### config.mk
export PLATFORM = sky130hd
export DESIGN_NAME = instruction_register_flat
export DESIGN_NICKNAME = d
export VERILOG_FILES = /design/src/rtl/instruction_register_if.sv /design/src/rtl/instruction_register.sv /design/src/flat_wrapper.sv
export SDC_FILE = /design/constraint.sdc
export NUM_CORES = 1
export LEC_CHECK = 0
export ABC_AREA = 1
export CAP_MARGIN = 5
export CORE_MARGIN = 4
export CORE_UTILIZATION = 23
export DETAILED_ROUTE_END_ITERATION = 7
export PLACE_DENSITY_LB_ADDON = 0.1
export RECOVER_POWER = 100
export REMOVE_ABC_BUFFERS = 1
export SLEW_MARGIN = 20
export SYNTH_ARGS = -nofsm -noshare
export SYNTH_HDL_FRONTEND = slang
export SYNTH_SLANG_ARGS = --single-unit
### constraint.sdc
create_clock -name clk -period 0.8 [get_ports clk]
set_input_delay 0.12 -clock clk [delete_from_list [all_inputs] [get_ports clk]]
set_output_delay 0.12 -clock clk [all_outputs]
set_load 0.05 [all_outputs]
### src/rtl/instruction_register_if.sv
//------------------------------------------------------------------------------
// instruction_register_if : load port and decoded-field bus of the IR
// Revision: 1.0
//------------------------------------------------------------------------------
`default_nettype none

interface instruction_register_if;
  logic        IRWrite;
  logic [31:0] instr_in;
  logic [5:0]  op;
  logic [4:0]  rs;
  logic [4:0]  rt;
  logic [4:0]  rd;
  logic [4:0]  shamt;
  logic [5:0]  funct;
  logic [15:0] imm;
  logic [25:0] jta;

  modport master (
    output IRWrite, instr_in,
    input  op, rs, rt, rd, shamt, funct, imm, jta
  );

  modport slave (
    input  IRWrite, instr_in,
    output op, rs, rt, rd, shamt, funct, imm, jta
  );
endinterface

`default_nettype wire

### src/rtl/instruction_register.sv
//------------------------------------------------------------------------------
// instruction_register : holds the fetched MIPS word and exposes its fields
// Revision: 1.0
//------------------------------------------------------------------------------
`default_nettype none

module instruction_register (
  input  wire                          clk,
  input  wire                          reset,
  instruction_register_if.slave        bus
);

  logic [31:0] r_held;

  always_ff @(posedge clk) begin
    if (reset) begin
      r_held <= 32'h0000_0000;
    end else if (bus.IRWrite) begin
      r_held <= bus.instr_in;
    end
  end

  // Overlapping slices: imm = {rd,shamt,funct}, jta = {rs,rt,imm}
  assign bus.op    = r_held[31:26];
  assign bus.rs    = r_held[25:21];
  assign bus.rt    = r_held[20:16];
  assign bus.rd    = r_held[15:11];
  assign bus.shamt = r_held[10:6];
  assign bus.funct = r_held[5:0];
  assign bus.imm   = r_held[15:0];
  assign bus.jta   = r_held[25:0];

endmodule

`default_nettype wire

### src/flat_wrapper.sv
// flat-port wrapper written by rule: the top's interface ports become plain ports
module instruction_register_flat 
  (clk, reset, bus_IRWrite, bus_instr_in, bus_op, bus_rs, bus_rt, bus_rd, bus_shamt, bus_funct, bus_imm, bus_jta);
  instruction_register_if bus_i ();
  input  wire clk;
  input  wire reset;
  input wire logic [$bits(bus_i.IRWrite)-1:0] bus_IRWrite;
  input wire logic [$bits(bus_i.instr_in)-1:0] bus_instr_in;
  output wire logic [$bits(bus_i.op)-1:0] bus_op;
  output wire logic [$bits(bus_i.rs)-1:0] bus_rs;
  output wire logic [$bits(bus_i.rt)-1:0] bus_rt;
  output wire logic [$bits(bus_i.rd)-1:0] bus_rd;
  output wire logic [$bits(bus_i.shamt)-1:0] bus_shamt;
  output wire logic [$bits(bus_i.funct)-1:0] bus_funct;
  output wire logic [$bits(bus_i.imm)-1:0] bus_imm;
  output wire logic [$bits(bus_i.jta)-1:0] bus_jta;
  assign bus_i.IRWrite = bus_IRWrite;
  assign bus_i.instr_in = bus_instr_in;
  assign bus_op = bus_i.op;
  assign bus_rs = bus_i.rs;
  assign bus_rt = bus_i.rt;
  assign bus_rd = bus_i.rd;
  assign bus_shamt = bus_i.shamt;
  assign bus_funct = bus_i.funct;
  assign bus_imm = bus_i.imm;
  assign bus_jta = bus_i.jta;
  instruction_register u_core (.clk(clk), .reset(reset), .bus(bus_i));
endmodule
==> out/results.ini, run 1 <==
[pwr]
pwr-share-seq_pct = 35.4
comb_power_share_pct = 44.8
pwr-share-clk_pct = 19.8
pwr_density_cell_mw_per_mm2 = 1560
power_mw = 5.44
peakVddDrop_mv = 0.619
cellLeakagePower_nw = 1.64
swShare_pct = 36.0
switchingPower_mw = 1.96
power.internal_mw = 3.48

[logic_synthesis]
synth_cell_types = 7
syn_area_mm2 = 0.00165
async_flop_share_pct = 0
ys_ff_latch = 32
synth_area_leader_cell = dfxtp_1
synthTopCellsByArea = dfxtp_1, buf_4, nand2_1, nor2_1, inv_1
yosys.area.top_type_share_pct = 38.7
synth_commonest_cells = nand2_1, nor2_1, buf_4, inv_1, dfxtp_1
ys_seq_area_share_pct = 38.7
syn_area_per_cell_um2 = 6.75
synth-edff-count = 0
syn-instance-count = 245
yosys_warnings = 0
ys.flop_type = dfxtp_1

[routing]
final_antenna_net_count = 0
dr.pass1.iters = 4
drcViolationCount = 0
post_drt_wl_per_cell_um = 10.7
drtIter0Drc = 47
routed_wl_um = 4360
via_count = 1482
viasPerCell = 3.62

[sta]
maxSlewViolCount = 0
timing.slew.headroom_pct = 90.0
fin_hold_ws_ps = 170
timing.fmax_mhz = 1060
worstMarginPinSlew_ps = 150
setup-violations-final = 74
period_share_pct = 118
fin_skew_ps = 0
fin_ws_ps = -146
hold_violations = 0
rsz0062_at_grt = yes
layout_min_cycle_time_ps = 946

[placed_design]
dp_hpwl_um = 3280
dp.cells = 414
gp_congestion = 0.669
io_buffers = 108

[outcome]
status = complete, but fails checks
violations = setup timing

[cells_and_area]
drive_gt1_share_pct = 39.0
layout.nets = 350
reg_top3 = u_core.r_held x32
fin_cells = 409
num_antenna_cells = 0
area_growth_syn_to_layout_pct = 111
largest_reg_flops = 32
regMostFlops = u_core.r_held
postLayoutCoreUtil_pct = 50.5

[floorplanning]
rows = 30
top_level_ports = 109
start_util_pct = 23.9
die_w_um = 92.8
core_region_area_mm2 = 0.00691
die-area_mm2 = 0.00861
die_y_um = 92.8

[global_routing]
antenna_found_initial = 0
grt_pass1_vias = 1322
grt_use_total_pct = 9.50
overflow = 0
grt_pass1_wl_um = 6410
grt_start_max_net_pins = 33

[clocking]
cts_tree = built
htree_levels = 2
cts-root-buf = clkbuf_8
cts_sinks = 32
cts_buffer_depth = 2
path_clk_slew_ps = 60
cts_buffers = 5
clock_latency_ps = 270

[run]
drv_cap = 0

[setup_path]
setup.worst_path.start_class = flip-flop
worst-path-buf-inv = 1
worstPathArrival_ps = 830
path_depth = 1
crit_slowest_cell = dfxtp_4
end_kind = output pin
max_stage_delay_ps = 400
crit_type = reg2out
worstRegToRegCells = 3
path_cells = buf_12
cp.required_ps = 680
critPathTopFamily = flip-flops
critPathMaxFanout = 4

[worst_hold_path]
holdCritPathClass = in2reg
hold_depth = 3

-- power groups by stage --
| stage | Combinational (mW) | Sequential (mW) | Clock [mW] |
|---|---|---|---|
| 6_report | 2.44 | 1.92 | 1.07 |
| 5_1_grt | 2.54 | 1.95 | 1.21 |
| 4_1_cts | 2.42 | 1.93 | 1.14 |
| 3_5_place_dp | 2.72 | 1.89 | 0 |
| 3_3_place_gp | 2.71 | 1.88 | 0 |
| 2_1_floorplan | 0.207 | 2.72 | 0 |
-- final cells by class --
type                            count  area [um2]
Fill cell                         658        3420
Timing Repair Buffer              115        1940
Sequential cell                    32         746
Multi-Input combinational cell    128         485
Inverter                           33         124
Tap cell                           96         120
Clock buffer                        5        68.8
-- stage by stage --
stage          setup slack [ps]  TNS, ps  instance area [um2]
2_1_floorplan              -700   -47300                 1240
3_3_place_gp               -236    -7420                 3520
3_5_place_dp               -263    -7390                 3520
4_1_cts                    -162   -10490                 3420
5_1_grt                    -180   -11640                 3490
6_report                   -146    -9270                 3490
-- final timing paths --
path,from,to,slack (ps)
hold reg to reg,u_core.r_held[28],u_core.r_held[28],490
hold / removal,bus_IRWrite,u_core.r_held[27],170
setup / recovery,u_core.r_held[15],bus_rd[4],-150
setup reg to reg,u_core.r_held[12],u_core.r_held[12],50
-- routing by layer --
layer	vias up	wire [um]	track usage [%]
met5	-	0	0
li1	792	-	-
met3	6	402	4.31
met1	618	1880	11.1
met2	66	2010	15.3
met4	0	63	3.30
-- layout by cell type, fill, tap and decap left out --
master / synthesis / layout
nand2_1: 64 / 63
buf_12: 0 / 77
dlymetal6s2s_1: 0 / 1
clkbuf_16: 0 / 2
nor2_2: 0 / 1
nand2_2: 0 / 1
clkbuf_8: 0 / 5
buf_2: 3 / 1
clkdlybuf4s50_1: 0 / 27
dfxtp_4: 0 / 26
inv_2: 0 / 1
dlygate4sd3_1: 0 / 5
inv_1: 33 / 32
dfxtp_2: 0 / 6
buf_4: 42 / 2
nor2_1: 64 / 63
-- logic make-up (layout without fill, tap and decap cells) --
logic type	Yosys count	after routing	share of synthesized area [%]
buf+inv	85	153	32.2
simple gates	128	128	29.0
flops	32	32	38.7
-- repair_timing --
item / in CTS / in global routing
pin swaps: 0 / 1
hold buffers: 0 / 0
setup buffers: 0 / 2
setup endpoints to repair: 74 / 89
gates resized for setup: 58 / 5
cloned: 0 / 2
(Power assumes the default switching activity.)
==> run 2, diff against run 1 <==
- CAP_MARGIN: 5 -> default
==> results of run 2 <==
Final layout, timing and power as in run 1 (identical DEF).
